===== config.mk =====
export PLATFORM = sky130hd
export DESIGN_NAME = multicycle_control
export DESIGN_NICKNAME = d
export VERILOG_FILES = /design/src/rtl/cpu_ctrl_pkg.sv /design/src/rtl/instr_classify.sv /design/src/rtl/multicycle_control.sv
export SDC_FILE = /design/constraint.sdc
export NUM_CORES = 1
export LEC_CHECK = 0
export ABC_AREA = 1
export CORE_MARGIN = 5
export CORE_UTILIZATION = 49
export DETAILED_ROUTE_END_ITERATION = 12
export HOLD_SLACK_MARGIN = 0.06
export PLACE_DENSITY_LB_ADDON = 0.05
export SLEW_MARGIN = 20
export SYNTH_ARGS = -nofsm -noshare
export SYNTH_HDL_FRONTEND = slang
export SYNTH_SLANG_ARGS = --single-unit

===== constraint.sdc =====
create_clock -name clock -period 4.4 [get_ports clock]
set_input_delay 0.88 -clock clock [delete_from_list [all_inputs] [get_ports clock]]
set_output_delay 0.88 -clock clock [all_outputs]
set_load 0.03 [all_outputs]

===== src/rtl/cpu_ctrl_pkg.sv =====
// Shared types and encodings for the LEGv8 multi-cycle controller.
package cpu_ctrl_pkg;

  typedef enum logic [2:0] {FETCH, DECODE, EXEC, MEM, WB, FAULT} ctrl_state_t;

  typedef enum logic [3:0] {
    I_B, I_BL, I_BLT, I_CBZ, I_ADDI, I_ADDS, I_SUBS, I_BR, I_LDUR, I_STUR, I_ILL
  } instr_t;

  localparam logic [2:0] ALUOP_PASSB = 3'b000;
  localparam logic [2:0] ALUOP_ADD   = 3'b010;
  localparam logic [2:0] ALUOP_SUB   = 3'b011;

  localparam logic [5:0]  OP_B     = 6'b000101;
  localparam logic [5:0]  OP_BL    = 6'b100101;
  localparam logic [7:0]  OP_BCOND = 8'b01010100;
  localparam logic [7:0]  OP_CBZ   = 8'b10110100;
  localparam logic [9:0]  OP_ADDI  = 10'b1001000100;
  localparam logic [10:0] OP_ADDS  = 11'b10101011000;
  localparam logic [10:0] OP_SUBS  = 11'b11101011000;
  localparam logic [10:0] OP_BR    = 11'b11010110000;
  localparam logic [10:0] OP_LDUR  = 11'b11111000010;
  localparam logic [10:0] OP_STUR  = 11'b11111000000;

  localparam logic [4:0]  COND_LT  = 5'b01011;

endpackage


===== src/rtl/instr_classify.sv =====
// Combinational opcode classifier; the narrowest opcode fields are tested first.
module instr_classify
  import cpu_ctrl_pkg::*;
(
  input  logic [31:0] opcode,
  output instr_t      cls
);

  logic unusedOpBits;
  assign unusedOpBits = ^opcode[20:5];

  // Only the LT condition is supported; other B.cond encodings are undecodable.
  always_comb begin
    cls = I_ILL;
    if (opcode[31:26] == OP_B)            cls = I_B;
    else if (opcode[31:26] == OP_BL)      cls = I_BL;
    else if (opcode[31:24] == OP_BCOND)   cls = (opcode[4:0] == COND_LT) ? I_BLT : I_ILL;
    else if (opcode[31:24] == OP_CBZ)     cls = I_CBZ;
    else if (opcode[31:22] == OP_ADDI)    cls = I_ADDI;
    else if (opcode[31:21] == OP_ADDS)    cls = I_ADDS;
    else if (opcode[31:21] == OP_SUBS)    cls = I_SUBS;
    else if (opcode[31:21] == OP_BR)      cls = I_BR;
    else if (opcode[31:21] == OP_LDUR)    cls = I_LDUR;
    else if (opcode[31:21] == OP_STUR)    cls = I_STUR;
  end

endmodule


===== src/rtl/multicycle_control.sv =====
// Multi-cycle LEGv8 sequencer: FETCH/DECODE/EXEC/MEM/WB with handshaked memories,
// NZVC flag register, retired-instruction counter and ack-timeout fault trap.
module multicycle_control
  import cpu_ctrl_pkg::*;
#(
  parameter int ACK_TIMEOUT = 16,
  parameter int CNT_W       = 32
)(
  input  logic             clock,
  input  logic             reset,
  input  logic [31:0]      opcode,
  input  logic             alu_n,
  input  logic             alu_z,
  input  logic             alu_v,
  input  logic             alu_c,
  input  logic             db_zero,
  output logic             imem_req,
  input  logic             imem_ack,
  output logic             dmem_req,
  input  logic             dmem_ack,
  output logic             IRWrite,
  output logic             PCWrite,
  output logic             RegWrite,
  output logic             MemWrite,
  output logic             Reg2Loc,
  output logic             ALUSrc,
  output logic             MemToReg,
  output logic             ImmSel,
  output logic             UncondBr,
  output logic             BrTaken,
  output logic             LinkSel,
  output logic [2:0]       ALUOp,
  output logic [3:0]       flags,
  output logic [CNT_W-1:0] retired,
  output logic             illegal,
  output logic             fault
);

  localparam int TW = $clog2(ACK_TIMEOUT + 1);

  ctrl_state_t      state, nextState;
  instr_t           decoded, instr;
  logic [TW-1:0]    waitCnt;
  logic [3:0]       flagReg;
  logic [CNT_W-1:0] retiredReg;
  logic             reqActive, ackSeen, timedOut;
  logic             pcWrite, illegalPulse;

  instr_classify classifier (
    .opcode (opcode),
    .cls    (decoded)
  );

  assign reqActive = (state == FETCH) || (state == MEM);
  assign ackSeen   = ((state == FETCH) && imem_ack) || ((state == MEM) && dmem_ack);
  // An ack on the last allowed cycle still wins over the timeout.
  assign timedOut  = reqActive && !ackSeen && (waitCnt == TW'(ACK_TIMEOUT - 1));

  always_ff @(posedge clock or posedge reset) begin
    if (reset) begin
      state <= FETCH;
    end else begin
      state <= nextState;
    end
  end

  always_comb begin
    nextState = state;
    case (state)
      FETCH:  if (imem_ack) nextState = DECODE;
              else if (timedOut) nextState = FAULT;
      DECODE: nextState = (decoded == I_ILL) ? FETCH : EXEC;
      EXEC: begin
        case (instr)
          I_ADDI, I_ADDS, I_SUBS: nextState = WB;
          I_LDUR, I_STUR:         nextState = MEM;
          default:                nextState = FETCH;
        endcase
      end
      MEM:    if (dmem_ack) nextState = (instr == I_LDUR) ? WB : FETCH;
              else if (timedOut) nextState = FAULT;
      WB:     nextState = FETCH;
      FAULT:  nextState = FAULT;
      default: nextState = FETCH;
    endcase
  end

  always_ff @(posedge clock or posedge reset) begin
    if (reset) begin
      instr      <= I_ILL;
      waitCnt    <= '0;
      flagReg    <= '0;
      retiredReg <= '0;
    end else begin
      if (state == DECODE) instr <= decoded;
      waitCnt <= (reqActive && !ackSeen) ? waitCnt + 1'b1 : '0;
      if ((state == EXEC) && ((instr == I_ADDS) || (instr == I_SUBS)))
        flagReg <= {alu_n, alu_z, alu_v, alu_c};
      if (pcWrite && !illegalPulse) retiredReg <= retiredReg + CNT_W'(1);
    end
  end

  // Every combinational output is forced low while reset is held.
  always_comb begin
    imem_req     = 1'b0;
    dmem_req     = 1'b0;
    IRWrite      = 1'b0;
    pcWrite      = 1'b0;
    RegWrite     = 1'b0;
    MemWrite     = 1'b0;
    Reg2Loc      = 1'b0;
    ALUSrc       = 1'b0;
    MemToReg     = 1'b0;
    ImmSel       = 1'b0;
    UncondBr     = 1'b0;
    BrTaken      = 1'b0;
    LinkSel      = 1'b0;
    ALUOp        = ALUOP_PASSB;
    illegalPulse = 1'b0;
    fault        = 1'b0;
    if (!reset) begin
      case (state)
        FETCH: begin
          imem_req = 1'b1;
          IRWrite  = imem_ack;
        end
        DECODE: begin
          if (decoded == I_ILL) begin
            illegalPulse = 1'b1;
            pcWrite      = 1'b1;
          end
        end
        EXEC: begin
          case (instr)
            I_ADDI: begin
              ALUSrc  = 1'b1;
              ImmSel  = 1'b1;
              ALUOp   = ALUOP_ADD;
              Reg2Loc = 1'b1;
            end
            I_ADDS, I_SUBS: begin
              ALUOp   = (instr == I_SUBS) ? ALUOP_SUB : ALUOP_ADD;
              Reg2Loc = 1'b1;
            end
            I_B, I_BL: begin
              UncondBr = 1'b1;
              BrTaken  = 1'b1;
              pcWrite  = 1'b1;
              RegWrite = (instr == I_BL);
              LinkSel  = (instr == I_BL);
            end
            I_BR: begin
              Reg2Loc = 1'b1;
              BrTaken = 1'b1;
              pcWrite = 1'b1;
            end
            I_CBZ: begin
              BrTaken = db_zero;
              pcWrite = 1'b1;
            end
            I_BLT: begin
              BrTaken = flagReg[3] ^ flagReg[1];
              pcWrite = 1'b1;
            end
            I_LDUR, I_STUR: begin
              ALUSrc = 1'b1;
              ALUOp  = ALUOP_ADD;
            end
            default: ;
          endcase
        end
        MEM: begin
          dmem_req = 1'b1;
          MemWrite = (instr == I_STUR);
          ALUSrc   = 1'b1;
          ALUOp    = ALUOP_ADD;
          pcWrite  = (instr == I_STUR) && dmem_ack;
        end
        WB: begin
          RegWrite = 1'b1;
          pcWrite  = 1'b1;
          MemToReg = (instr == I_LDUR);
        end
        FAULT: fault = 1'b1;
        default: ;
      endcase
    end
  end

  assign PCWrite = pcWrite;
  assign illegal = illegalPulse;
  assign flags   = flagReg;
  assign retired = retiredReg;

endmodule


-- After elaboration in Yosys (flattened, before gate mapping)
Index checks and enable logic that the tools add are counted.
- register bits: 48
- word-level logic and storage cells: 118
- output and inout port bits: 54
- input port bits: 41
- reduce and logical (&&, ||, !) cells: 22
- mux-type cells: 61
- $add $sub $neg: 2
- bitwise gates (word level): 1
- eq/ne operators: 27
- operator list (cell ; number):
    11-bit equality test, second input constant ; 5
    4-bit 2-to-1 mux ; 10
    1-bit 2-to-1 mux ; 35
    32-bit by 1-bit adder with 32-bit output, second input constant ; 1
    4-bit by 3-bit equality test with 1-bit output, second input constant ; 4
    3-bit case mux with 5 select lines ; 1
    4-bit equality test, second input constant ; 3
    3-bit 2-to-1 mux ; 4
    10-bit equality test, second input constant ; 1
    5-bit by 4-bit equality test with 1-bit output, second input constant ; 2
    3-bit OR reduction ; 3
    4-bit by 2-bit equality test with 1-bit output, second input constant ; 2
    8-bit by 7-bit equality test with 1-bit output, second input constant ; 1
    8-bit equality test, second input constant ; 1
    2-bit case mux with 2 select lines ; 2
    1-bit logical AND ; 7
    3-bit by 2-bit equality test with 1-bit output, second input constant ; 2
    3-bit equality test, second input constant ; 2
    6-bit by 3-bit equality test with 1-bit output, second input constant ; 1
    6-bit equality test, second input constant ; 1
    2-bit 2-to-1 mux ; 3
    3-bit case mux with 2 select lines ; 1
    2-bit OR reduction ; 3
    5-bit by 1-bit adder with 5-bit output, second input constant ; 1
    other kinds (13) ; 17

-- Longest topological paths before layout
Gate-level depths: netlist (run 1).
- depth after elaboration: 17
- mapped depth: 13
- depth with buffers taken out: 12

-- Cells and area by module
A second synthesis (run 1) with hierarchy kept.
- cell total of the unflattened synthesis: 563
- area total of the unflattened synthesis: 3552.2 µm²
- modules (own cells, without submodules) (module ; seq. area each (µm²) ; times used ; area an instance (µm²) ; cells each):
    multicycle_control ; 1203.7 ; 1 ; 3250.6 ; 499
    instr_classify ; 0.0 ; 1 ; 301.5 ; 64

-- Worst setup path before layout (run 1)
No wires, ideal clock.
- path kind: in2out
- start: input port reset
- end: output port PCWrite
- setup slack: 0.446 ns
- required time: 3.520 ns
- arrival: 3.074 ns
- stages: 3
- buffers on the path: 1
- cell sequence: clkinv_1 -> clkbuf_1 -> o21a_1
- longest elaborated chain between the ends: 1
- RTL lines (element ; line ; RTL):
    from (decl) ; multicycle_control.sv:10 ; input logic reset,
    1-bit 2-to-1 mux ; multicycle_control.sv:121 ; if (!reset) begin
    to (decl) ; multicycle_control.sv:22 ; output logic PCWrite,
No other way between the ends.

-- Final worst setup path (run 1)
- start: input port opcode[28]
- end: output port PCWrite
- longest elaborated chain between the ends: 15
- elaborated cells on any way between the ends: 24
- those cells by class: 11 x eq/ne; 13 x mux
- RTL lines (element ; line ; RTL):
    from (decl) ; multicycle_control.sv:11 ; input logic [31:0] opcode,
    11-bit equality test ; instr_classify.sv:24 ; else if (opcode[31:21] == OP_STUR) cls = I_STUR;
    2-bit 2-to-1 mux ; instr_classify.sv:24 ;
    4-bit 2-to-1 mux ; instr_classify.sv:23 ; else if (opcode[31:21] == OP_LDUR) cls = I_LDUR;
    4-bit 2-to-1 mux ; instr_classify.sv:22 ; else if (opcode[31:21] == OP_BR) cls = I_BR;
    4-bit 2-to-1 mux ; instr_classify.sv:21 ; else if (opcode[31:21] == OP_SUBS) cls = I_SUBS;
    4-bit 2-to-1 mux ; instr_classify.sv:20 ; else if (opcode[31:21] == OP_ADDS) cls = I_ADDS;
    4-bit 2-to-1 mux ; instr_classify.sv:19 ; else if (opcode[31:22] == OP_ADDI) cls = I_ADDI;
    4-bit 2-to-1 mux ; instr_classify.sv:18 ; else if (opcode[31:24] == OP_CBZ) cls = I_CBZ;
    4-bit 2-to-1 mux ; instr_classify.sv:17 ; else if (opcode[31:24] == OP_BCOND) cls = (opcode[4:0] == COND_LT) ? I_BLT : I_ILL;
    4-bit 2-to-1 mux ; instr_classify.sv:16 ; else if (opcode[31:26] == OP_BL) cls = I_BL;
    4-bit 2-to-1 mux * ; instr_classify.sv:15 ; if (opcode[31:26] == OP_B) cls = I_B;
    4-bit equality test * ; multicycle_control.sv:128 ; if (decoded == I_ILL) begin
    1-bit 2-to-1 mux * ; multicycle_control.sv:128 ;
    1-bit case mux with 4 select lines * ; multicycle_control.sv:122 ; case (state)
    1-bit 2-to-1 mux * ; multicycle_control.sv:121 ;
Every way passes the cells marked *; elsewhere a longest branch is shown, timed or not.

==> out/qor.log, run 1 <==
qor: floorplan.initial_core_util 50.1%
qor: logic_synthesis.syn-mean-instance-area 6.81 um^2
qor: critical_path.timing.setup.critical_path_class input port to output port
qor: placed_design.gp_congestion 0.916
qor: cts.cts.sink_count 48
qor: grt.globalRouteOverflowTotal 0
qor: critical_path.timing.critical_path.max_delay_family buffers and inverters
qor: floorplan.die_width 93.1 um
qor: floorplan.core.rowCount 30
qor: detailed_routing.highest_layer met4
qor: critical_path.cp_data_required_time 3.52 ns
qor: cts.cts_tree built
qor: logic_synthesis.synth-edff-count 0
qor: cts.cts.clk_slew.worst_paths 0.09 ns
qor: cts.clockBufferDepth 2
qor: logic_synthesis.dominantRegCellSynth sky130_fd_sc_hd__dfrtp_1
qor: floorplan.die_height 93.1 um
qor: grt.initial_antenna_violation_count 0
qor: job.max_cap_violations 0
qor: cts.h-tree-depth 2
qor: detailed_routing.detailed_routed_wire_length_on_met2 3900 um
qor: detailed_routing.drt-total-wl 8490 um
qor: detailed_routing.route.layer.met1.wl 4000 um
qor: critical_path.critPathMaxStageDelay 0.70 ns
qor: final_layout.drive_above_1_share 5.61%
qor: critical_path.cp-start-kind input port
qor: sta.timing.slew.headroom 60.9%
qor: floorplan.floorplan.core_area 0.00676 mm^2
qor: sta.worst_clock_skew 0.00786 ns
qor: cts.cts_inserted_buffers 5
qor: grt.grtUsageTotal 20.0%
qor: critical_path.worstPathCellList clkdlybuf4s50_1 > inv_2 > nand2_1 > nor2_1 > nand3_1 > nand2_1 > nor2_1 > nand2_1 > nand2_2 > nand3_4 > inv_1 > o21a_1 > clkdlybuf4s50_1
qor: sta.count_of_pins_over_their_slew_limit 0
qor: logic_synthesis.leading_cell_types_by_total_area_after_synthesis sky130_fd_sc_hd__dfrtp_1 34%, sky130_fd_sc_hd__nand2_1 18%, sky130_fd_sc_hd__nor2_1 7.4%
qor: cts.clk_root_buffer_cell sky130_fd_sc_hd__clkbuf_8
qor: floorplan.fp.dieArea 0.00867 mm^2
qor: detailed_routing.drc 0
qor: sta.finalCriticalPeriod 3.94 ns
qor: sta.report.final.hold_viol_count 0
qor: logic_synthesis.yosys_register_bits 48
qor: logic_synthesis.netlist_area 0.00339 mm^2
qor: logic_synthesis.synthDominantAreaCellType sky130_fd_sc_hd__dfrtp_1
qor: detailed_routing.drt_iter0_drc 196
qor: grt.grt_pass1_wl 14300 um
qor: sta.maxClockFrequency 254 MHz
qor: floorplan.num_io_pins 95
qor: cts.postCtsHoldBufs 0
qor: sta.period_share 89.5%
qor: detailed_routing.wl_met3 465 um
qor: detailed_routing.via_per_inst 5.19
qor: power_and_ir_drop.total_leakage_power 2.03 nW
qor: power_and_ir_drop.totalPowerFinal 1.14 mW
qor: logic_synthesis.synthesis.yosys.warnings 0
qor: logic_synthesis.synth_fp_nets 541
qor: critical_path.crit_path_end_kind output port
qor: cts.post_cts_buffers 0
qor: logic_synthesis.async_flop_share 100%
qor: final_layout.insertedDiodeCount 0
qor: sta.max_slew.worst_pin.slew 0.582 ns
qor: cts.cts_repair_resize_count 0
qor: critical_path.critPathSlowestCell sky130_fd_sc_hd__clkdlybuf4s50_1
qor: logic_synthesis.post_synth_inst_count 497
qor: final_layout.area_growth 26.5%
qor: placed_design.dp_hpwl 6360 um
qor: critical_path.critical_path.most_common_cell sky130_fd_sc_hd__nand2_1
qor: grt.grt_pass1_vias 3135
qor: detailed_routing.route.vias.total 3375
qor: critical_path.worst-path-buf-inv 4
qor: placed_design.io_buffers 77
qor: logic_synthesis.synth_top_area_share 34.0%
qor: status.outcome finished, final reports clean
qor: critical_path.crit_path_arrival_time 3.06 ns
qor: logic_synthesis.synth.lib_cells_used.distinct 35
qor: cts.clock_latency 0.30 ns
qor: sta.rsz0062_at_grt no
qor: final_layout.num-nets-final 613
qor: detailed_routing.dr.pass1.iters 4
qor: grt.largest_net_degree_at_the_start_of_global_routing 43
qor: logic_synthesis.yosysSeqAreaShare 35.6%
qor: power_and_ir_drop.power_density 265 mW/mm^2
qor: final_layout.final_cell_utilization_of_the_core 63.4%
qor: sta.setup-violations-final 0
qor: critical_path.timing.critical_path.fanout_max 4
qor: sta.final.setup.tns 0 ns
qor: worst_hold_path.hold_class flop to flop
qor: detailed_routing.final_antenna_net_count 0
qor: power_and_ir_drop.irDropWorstVdd 128 uV
qor: detailed_routing.wire_per_inst 13.1 um
## layer usage
layer | GRT usage (%) | up-vias
li1 | - | 1736
met1 | 27.3 | 1550
met2 | 32.0 | 79
met3 | 4.59 | 10
met4 | 5.13 | 0
met5 | 0 | -
## Yosys cell counts, types with 5 or more instances
master                      n
sky130_fd_sc_hd__a21oi_1    5
sky130_fd_sc_hd__dfrtp_1   46
sky130_fd_sc_hd__o21ai_0   11
sky130_fd_sc_hd__nand4_1   38
sky130_fd_sc_hd__nor3_1     9
sky130_fd_sc_hd__nor2_1    67
sky130_fd_sc_hd__nand2_1  161
sky130_fd_sc_hd__nand3_1   32
sky130_fd_sc_hd__buf_2      9
sky130_fd_sc_hd__inv_1     50
sky130_fd_sc_hd__xor2_1    15
sky130_fd_sc_hd__xnor2_1   12
## kinds of logic (layout without fill, tap and decap cells)
| group | after synthesis | in the layout | share of synthesized area [%] |
|---|---|---|---|
| DFF | 48 | 48 | 35.6 |
| xor gates and xnor gates | 27 | 27 | 6.98 |
| AOI/OAI and AO/OA | 19 | 19 | 3.07 |
| and+or+nand+nor | 329 | 329 | 44.3 |
| buffers and inverters | 70 | 143 | 8.87 |
| other | 1 | 1 | 0.111 |
| adders and majority gates | 3 | 3 | 1.11 |
## metrics by stage
stage	std cells	hold slack [ns]	cell area (um^2)	setup slack, ns
floorplan	497	0.433	3390	0.446
global placement	642	0.449	4190	0.480
detailed placement	642	0.464	4190	0.462
CTS	650	0.476	4280	0.455
global route	650	0.517	4280	0.270
finish	650	0.468	4280	0.462
## cell type report
class | count | area, um^2
Sequential cell | 48 | 1200
Clock inverter | 2 | 10.0
Clock buffer | 6 | 82.6
Fill cell | 649 | 2470
Inverter | 54 | 203
Tap cell | 80 | 100
Multi-Input combinational cell | 379 | 1880
Timing Repair Buffer | 81 | 801
## where the power goes
group / switching [mW] / internal [mW] / total, mW
Sequential: 0.0333 / 0.477 / 0.510
Clock: 0.152 / 0.126 / 0.278
Combinational: 0.236 / 0.112 / 0.348
Total: 0.421 / 0.715 / 1.14
## flip-flops by register name (all words and copies together) (netlist names)
signal / flops
flags: 4
instr: 4
retired: 32
state: 3
waitCnt: 5
## cells in the final DEF, fill, tap and decap left out, types with 4 or more instances in the layout
cell	instances
sky130_fd_sc_hd__nand2_1	161
sky130_fd_sc_hd__clkdlybuf4s50_1	77
sky130_fd_sc_hd__nor2_1	67
sky130_fd_sc_hd__inv_1	50
sky130_fd_sc_hd__dfrtp_1	46
sky130_fd_sc_hd__nand4_1	38
sky130_fd_sc_hd__nand3_1	32
sky130_fd_sc_hd__xor2_1	15
sky130_fd_sc_hd__xnor2_1	12
sky130_fd_sc_hd__o21ai_0	11
sky130_fd_sc_hd__nor3_1	9
sky130_fd_sc_hd__clkbuf_8	6
sky130_fd_sc_hd__a21oi_1	5
sky130_fd_sc_hd__inv_2	4
sky130_fd_sc_hd__buf_4	4
## final timing paths
check	from	endpoint	slack, ns	cells past startpoint
setup / recovery	opcode[28]	PCWrite	0.46	13
hold / removal	waitCnt[0]$_DFF_PP0_	waitCnt[0]$_DFF_PP0_	0.47	1
setup reg to reg	state[2]$_DFF_PP0_	retired[3]$_DFFE_PP0P_	2.18	11
hold reg to reg	waitCnt[0]$_DFF_PP0_	waitCnt[0]$_DFF_PP0_	0.47	1
max in group asynchronous	reset	instr[1]$_DFFE_PP1N_	2.68	3
min in group asynchronous	reset	retired[6]$_DFFE_PP0P_	1.35	3
Note: power is estimated with default switching activity, not from simulation.
==> run 2, diff against run 1 <==
GPL_TIMING_DRIVEN = 0   (was unset)
==> run 2 against run 1 <==
  * Register-to-register slack gained 0.29 ns
  * Cell count rose by 2.0%
  * Critical path depth unchanged
  * Count of clock-buffer cells in the layout is the same
==> out/qor.log, run 2 (synthesis gave the netlist of run 1 again) <==
qor: cts.cts.clk_slew.worst_paths 0.09 ns [about the same]
qor: critical_path.worst-r2r-setup-slack 2.47 ns [+0.29 ns]
qor: critical_path.setup.worst_path.end illegal
qor: critical_path.timing.critical_path.fanout_max 10 [+6]
qor: critical_path.cp_data_required_time 3.52 ns [about the same]
qor: detailed_routing.dr.pass1.iters 4 [unchanged]
qor: cts.cts.sink_count 48 [unchanged]
qor: power_and_ir_drop.p_comb_share 31.1% [+0.4 points]
qor: floorplan.initial_core_util 50.1% [unchanged]
qor: final_layout.postLayoutCellArea 0.00439 mm^2 [+2.5%]
qor: sta.period_share 94.7% [+5.2 points]
qor: sta.report.final.hold_viol_count 0 [unchanged]
qor: power_and_ir_drop.power_frac_seq 42.0% [-2.9 points]
qor: sta.max_slew.worst_pin.slew 0.575 ns [-0.00705 ns]
qor: sta.timing.slew.headroom 61.4% [+0.47 points]
qor: cts.cts_repair_resize_count 0 [unchanged]
qor: grt.grt_pass1_vias 3267 [+4.2%]
qor: detailed_routing.via_per_inst 5.23 [+0.80%]
qor: final_layout.layout.cells.most_common sky130_fd_sc_hd__nand2_1
qor: power_and_ir_drop.irDropWorstVdd 160 uV [+25%]
qor: floorplan.num_io_pins 95 [unchanged]
qor: critical_path.worstReg2RegStart retired[1]$_DFFE_PP0P_
qor: floorplan.die_height 93.1 um [unchanged]
qor: power_and_ir_drop.power_switching 0.420 mW [-0.35%]
qor: worst_hold_path.hold_class flop to flop
qor: floorplan.fp.dieArea 0.00867 mm^2 [unchanged]
qor: placed_design.io_buffers 77 [unchanged]
qor: cts.clk_root_buffer_cell sky130_fd_sc_hd__clkbuf_8
qor: final_layout.drive_above_1_share 7.03% [+1.4 points]
qor: detailed_routing.wire_per_inst 13.2 um [+0.96%]
qor: grt.grtUsageTotal 21.0% [+1.0 points]
qor: detailed_routing.final_antenna_net_count 0 [unchanged]
qor: final_layout.largest_register_ff_count 32 [unchanged]
qor: status.outcome finished, final reports clean
qor: sta.finalCriticalPeriod 4.17 ns [+0.228 ns]
qor: cts.clockBufferDepth 2 [unchanged]
qor: grt.grt_pass1_wl 14900 um [+4.4%]
qor: final_layout.insertedDiodeCount 0 [unchanged]
qor: critical_path.crit_start opcode[28]
qor: power_and_ir_drop.total_leakage_power 2.09 nW [+3.0%]
qor: cts.clock_latency 0.30 ns [about the same]
qor: sta.worst_clock_skew 0.00891 ns [+0.00105 ns]
qor: sta.maxClockFrequency 240 MHz [-5.5%]
qor: placed_design.placed_area 0.00428 mm^2 [+2.2%]
qor: cts.h-tree-depth 2 [unchanged]
qor: critical_path.crit_path_arrival_time 3.29 ns [+0.23 ns]
qor: critical_path.r2r.worst_path.cells 8 [-3]
qor: critical_path.r2r-end retired[30]$_DFFE_PP0P_
qor: final_layout.num-nets-final 626 [+2.1%]
qor: cts.post_cts_buffers 0 [unchanged]
qor: job.max_cap_violations 0 [unchanged]
qor: cts.cts_inserted_buffers 5 [unchanged]
qor: sta.count_of_pins_over_their_slew_limit 0 [unchanged]
qor: detailed_routing.route.vias.total 3470 [+2.8%]
qor: power_and_ir_drop.internal_power 0.767 mW [+7.4%]
qor: power_and_ir_drop.sw_frac_of_total 35.4% [-1.7 points]
qor: detailed_routing.drt-total-wl 8740 um [+3.0%]
qor: critical_path.timing.setup.critical_path_class input port to output port
qor: final_layout.most-common-layout-cells 161 x sky130_fd_sc_hd__nand2_1, 77 x sky130_fd_sc_hd__clkdlybuf4s50_1, 67 x sky130_fd_sc_hd__nor2_1
qor: grt.initial_antenna_violation_count 0 [unchanged]
qor: critical_path.cp-start-kind input port
qor: critical_path.crit_path_end_kind output port
qor: power_and_ir_drop.power.clock.fraction 26.8% [+2.4 points]
qor: cts.cts_tree built
qor: sta.rsz0062_at_grt no
qor: placed_design.dp_hpwl 6860 um [+7.8%]
qor: grt.globalRouteOverflowTotal 0 [unchanged]
qor: detailed_routing.drt_iter0_drc 210 [+7.1%]
qor: floorplan.floorplan.core_area 0.00676 mm^2 [unchanged]
qor: final_layout.area_growth 29.6%
qor: floorplan.die_width 93.1 um [unchanged]
qor: floorplan.core.rowCount 30 [unchanged]
qor: power_and_ir_drop.power_density 271 mW/mm^2 [+2.0%]
qor: placed_design.placement.setup.worst_slack 0.243 ns [-0.219 ns]
qor: detailed_routing.drc 0 [unchanged]
qor: sta.setup_slack 0.235 ns [-0.228 ns]
qor: placed_design.gp_congestion 0.906 [-1.1%]
qor: sta.setup-violations-final 0 [unchanged]
qor: cts.postCtsHoldBufs 0 [unchanged]
qor: grt.largest_net_degree_at_the_start_of_global_routing 43 [unchanged]
run 2: metrics by stage:
step | instances | util [%] | hold slack (ns) | TNS (ns) | power, mW
global placement | 654 | 63.0 | 0.446 | -1.25 | 0.869
global route | 663 | 64.9 | 0.493 | 0 | 1.26
detailed placement | 655 | 63.4 | 0.458 | 0 | 0.877
CTS | 663 | 64.9 | 0.470 | 0 | 1.20
finish | 663 | 64.9 | 0.462 | 0 | 1.19
floorplan | 497 | - | 0.433 | 0 | 0.757
run 2: final cells by class:
type	count	area, um^2
Fill cell	632	2370
Multi-Input combinational cell	379	1880
Clock inverter	2	35.0
Tap cell	80	100
Clock buffer	6	72.6
Buffer	16	101
Inverter	54	203
Sequential cell	48	1200
Timing Repair Buffer	78	791
run 2: routing by layer:
metal / wire, um / track usage (%)
met2: 4090 / 34.4
met5: 0 / 0
met1: 3960 / 28.9
met4: 110 / 4.88
met3: 579 / 4.02
run 2: critical path, stage by stage:
cell                              delay, ns
sky130_fd_sc_hd__clkdlybuf4s50_1       0.54
sky130_fd_sc_hd__inv_2                 0.05
sky130_fd_sc_hd__nand2_1               0.06
sky130_fd_sc_hd__nor2_1                0.06
sky130_fd_sc_hd__nand3_1               0.10
sky130_fd_sc_hd__nand2_1               0.11
sky130_fd_sc_hd__nor2_1                0.13
sky130_fd_sc_hd__nand2_1               0.08
sky130_fd_sc_hd__nand2_2               0.10
sky130_fd_sc_hd__nand3_4               0.13
sky130_fd_sc_hd__buf_2                 0.24
sky130_fd_sc_hd__nor2_1                0.11
sky130_fd_sc_hd__clkdlybuf4s50_1       0.68
run 2: worst min path at each step:
stage / cells after the start / start / slack [ns] / endpoint
after CTS: 1 / waitCnt[0]$_DFF_PP0_ / 0.47 / waitCnt[0]$_DFF_PP0_
after floorplan: 1 / waitCnt[0]$_DFF_PP0_ / 0.43 / waitCnt[0]$_DFF_PP0_
after detailed placement: 1 / waitCnt[0]$_DFF_PP0_ / 0.46 / waitCnt[0]$_DFF_PP0_
final: 1 / waitCnt[0]$_DFF_PP0_ / 0.46 / waitCnt[0]$_DFF_PP0_
after global placement: 1 / waitCnt[0]$_DFF_PP0_ / 0.45 / waitCnt[0]$_DFF_PP0_
after global routing: 1 / waitCnt[0]$_DFF_PP0_ / 0.49 / waitCnt[0]$_DFF_PP0_
run 2: power by group through the flow:
| stage | logic, mW | clock network [mW] | registers (mW) |
|---|---|---|---|
| floorplan | 0.248 | 0 | 0.509 |
| global placement | 0.363 | 0 | 0.506 |
| detailed placement | 0.369 | 0 | 0.507 |
| CTS | 0.371 | 0.325 | 0.499 |
| global route | 0.415 | 0.340 | 0.503 |
| finish | 0.370 | 0.319 | 0.499 |
==> run 3, diff against run 2 <==
CAP_MARGIN = 0   (was unset)
CORE_UTILIZATION = 50   (was 49)
PLACE_DENSITY = 0.87   (was unset)
PLACE_DENSITY_LB_ADDON = unset   (was 0.05)
clock period = 5.2 ns   (was 4.4 ns; I/O delays follow)
==> run 3 against run 2 <==
  * Via count rose by 4.5%
  * Sequential cell count stayed put
  * Combinational power is 13% lower
  * Wire length increased by 8.0%
  * First-iteration DRC count increased by 18%
  * Critical path type unchanged
  * Largest cell class unchanged
  * Largest power group unchanged
==> out/qor.log, run 3 (synthesis gave the netlist of run 1 again) <==
qor: sta.final.setup.tns 0 ns [unchanged]
qor: detailed_routing.drc 0 [unchanged]
qor: floorplan.floorplan.core_area 0.00668 mm^2 [-1.1%]
qor: sta.period_share 86.7%
qor: floorplan.core.rowCount 30 [unchanged]
qor: cts.cts_repair_resize_count 0 [unchanged]
qor: floorplan.die_height 92.3 um [-0.90%]
qor: detailed_routing.wire_per_inst 14.3 um [+8.3%]
qor: critical_path.timing.setup.critical_path_class input port to output port
qor: cts.post_cts_buffers 0 [unchanged]
qor: power_and_ir_drop.total_leakage_power 2.07 nW [-1.1%]
qor: detailed_routing.drt-total-wl 9440 um [+8.0%]
qor: sta.timing.slew.headroom 50.3% [-11 points]
qor: sta.count_of_pins_over_their_slew_limit 0 [unchanged]
qor: critical_path.crit_path_end_kind output port
qor: worst_hold_path.hold_class flop to flop
qor: critical_path.timing.critical_path.fanout_max 10 [unchanged]
qor: cts.clk_root_buffer_cell sky130_fd_sc_hd__clkbuf_8
qor: power_and_ir_drop.power_density 222 mW/mm^2 [-18%]
qor: detailed_routing.via_per_inst 5.49 [+4.8%]
qor: cts.postCtsHoldBufs 0 [unchanged]
qor: cts.cts_inserted_buffers 5 [unchanged]
qor: final_layout.postLayoutCellArea 0.00434 mm^2 [-1.1%]
qor: detailed_routing.final_antenna_net_count 0 [unchanged]
qor: cts.h-tree-depth 2 [unchanged]
qor: placed_design.placed_area 0.00426 mm^2 [-0.47%]
qor: final_layout.most-common-layout-cells 161 x sky130_fd_sc_hd__nand2_1, 77 x sky130_fd_sc_hd__clkdlybuf4s50_1, 67 x sky130_fd_sc_hd__nor2_1
qor: floorplan.initial_core_util 50.7% [+0.56 points]
qor: placed_design.gp_congestion 0.936 [+3.3%]
qor: power_and_ir_drop.irDropWorstVdd 139 uV [-13%]
qor: floorplan.num_io_pins 95 [unchanged]
qor: status.outcome finished, final reports clean
qor: final_layout.area_growth 28.1%
qor: placed_design.placement.setup.worst_slack 0.693 ns [+0.449 ns]
qor: cts.clockBufferDepth 2 [unchanged]
qor: grt.grtUsageTotal 22.3% [+1.3 points]
qor: sta.setup-violations-final 0 [unchanged]
qor: grt.initial_antenna_violation_count 0 [unchanged]
qor: detailed_routing.route.vias.total 3627 [+4.5%]
qor: grt.largest_net_degree_at_the_start_of_global_routing 58 [+35%]
qor: critical_path.cp_data_required_time 4.16 ns [+0.64 ns]
qor: final_layout.layout.cells.most_common sky130_fd_sc_hd__nand2_1
qor: placed_design.number_of_cells_after_detailed_placement 654 [-0.15%]
qor: final_layout.drive_above_1_share 6.71% [-0.32 points]
qor: final_layout.num-nets-final 625 [-0.16%]
qor: sta.rsz0062_at_grt no
qor: cts.cts.sink_count 48 [unchanged]
qor: cts.cts_tree built
qor: cts.clock_latency 0.30 ns [about the same]
qor: sta.max_slew.worst_pin.slew 0.746 ns [+0.171 ns]
qor: final_layout.largest_register_ff_count 32 [unchanged]
qor: detailed_routing.drt_iter0_drc 248 [+18%]
qor: sta.finalCriticalPeriod 4.51 ns
qor: critical_path.crit_path_arrival_time 3.47 ns [+0.18 ns]
qor: sta.setup_slack 0.689 ns [+0.455 ns]
qor: cts.cts.clk_slew.worst_paths 0.09 ns [about the same]
qor: job.max_cap_violations 0 [unchanged]
qor: grt.globalRouteOverflowTotal 0 [unchanged]
qor: final_layout.n_fill_cell 608 [-3.8%]
qor: placed_design.io_buffers 77 [unchanged]
qor: floorplan.die_width 92.3 um [-0.90%]
qor: final_layout.insertedDiodeCount 0 [unchanged]
qor: sta.worst_clock_skew 0.00713 ns [-0.00178 ns]
qor: floorplan.fp.dieArea 0.00852 mm^2 [-1.8%]
qor: sta.report.final.hold_viol_count 0 [unchanged]
qor: grt.grt_pass1_wl 15500 um [+3.9%]
qor: final_layout.final_cell_utilization_of_the_core 64.9% [about the same]
qor: placed_design.dp_hpwl 7120 um [+3.8%]
qor: grt.grt_pass1_vias 3397 [+4.0%]
qor: final_layout.stdcell_count 661 [-0.30%]
qor: sta.maxClockFrequency 222 MHz
qor: detailed_routing.dr.pass1.iters 5 [+1]
qor: critical_path.cp-start-kind input port
-- run 3: cell count changes in the layout (fill, tap and decap cells not counted) --
cell                        previous run  this run
sky130_fd_sc_hd__buf_12                1         0
sky130_fd_sc_hd__bufinv_16             1         0
-- run 3: per-layer routing --
layer / track usage [%] / routed length (um) / up-vias
li1: - / - / 1763
met1: 28.5 / 3840 / 1670
met2: 37.8 / 4620 / 175
met3: 4.31 / 784 / 19
met4: 7.67 / 199 / 0
met5: 0 / 0 / -
-- run 3: metrics by stage --
| stage | hold slack, ns | power (mW) |
|---|---|---|
| finish | 0.476 | 0.964 |
| floorplan | 0.433 | 0.641 |
| global route | 0.499 | 1.02 |
| CTS | 0.478 | 0.961 |
| detailed placement | 0.463 | 0.746 |
| global placement | 0.444 | 0.733 |
-- run 3: worst max-delay path, stage by stage --
cell and delay, ns:
sky130_fd_sc_hd__clkdlybuf4s50_1 0.55, sky130_fd_sc_hd__inv_2 0.05, sky130_fd_sc_hd__nand2_1 0.07, sky130_fd_sc_hd__nor2_1 0.07, sky130_fd_sc_hd__nand3_1 0.11, sky130_fd_sc_hd__nand2_1 0.11, sky130_fd_sc_hd__nor2_1 0.13, sky130_fd_sc_hd__nand2_1 0.07
sky130_fd_sc_hd__nand2_2 0.10, sky130_fd_sc_hd__nand3_4 0.13, sky130_fd_sc_hd__buf_2 0.25, sky130_fd_sc_hd__nor2_1 0.10, sky130_fd_sc_hd__clkdlybuf4s50_1 0.68
-- run 3: power breakdown --
group          leakage (nW)  switching, mW  internal (mW)  total, mW
Sequential            0.638         0.0202          0.403      0.423
Clock                0.0410          0.127         0.0919      0.219
Combinational          1.39          0.220          0.102      0.322
-- run 3: final timing paths --
check	slack, ns	startpoint	to	depth (start not counted)
setup / recovery	0.69	opcode[28]	illegal	13
hold / removal	0.48	waitCnt[0]$_DFF_PP0_	waitCnt[0]$_DFF_PP0_	1
setup reg to reg	3.23	retired[1]$_DFFE_PP0P_	retired[30]$_DFFE_PP0P_	8
hold reg to reg	0.48	waitCnt[0]$_DFF_PP0_	waitCnt[0]$_DFF_PP0_	1
max in group asynchronous	3.09	reset	flags[1]$_DFFE_PP0P_	3
min in group asynchronous	1.62	reset	state[2]$_DFF_PP0_	3
-- run 3: area by class of cell --
cell class	instances	area [um^2]	area share (%)
clock inverters	1	5.00	0.115
plain buffers	16	101	2.34
multi-input cells	379	1880	43.4
repair buffers	77	771	17.8
clock buffers	6	72.6	1.67
well taps	80	100	2.31
inverters	54	203	4.67
flip-flops and latches	48	1200	27.7
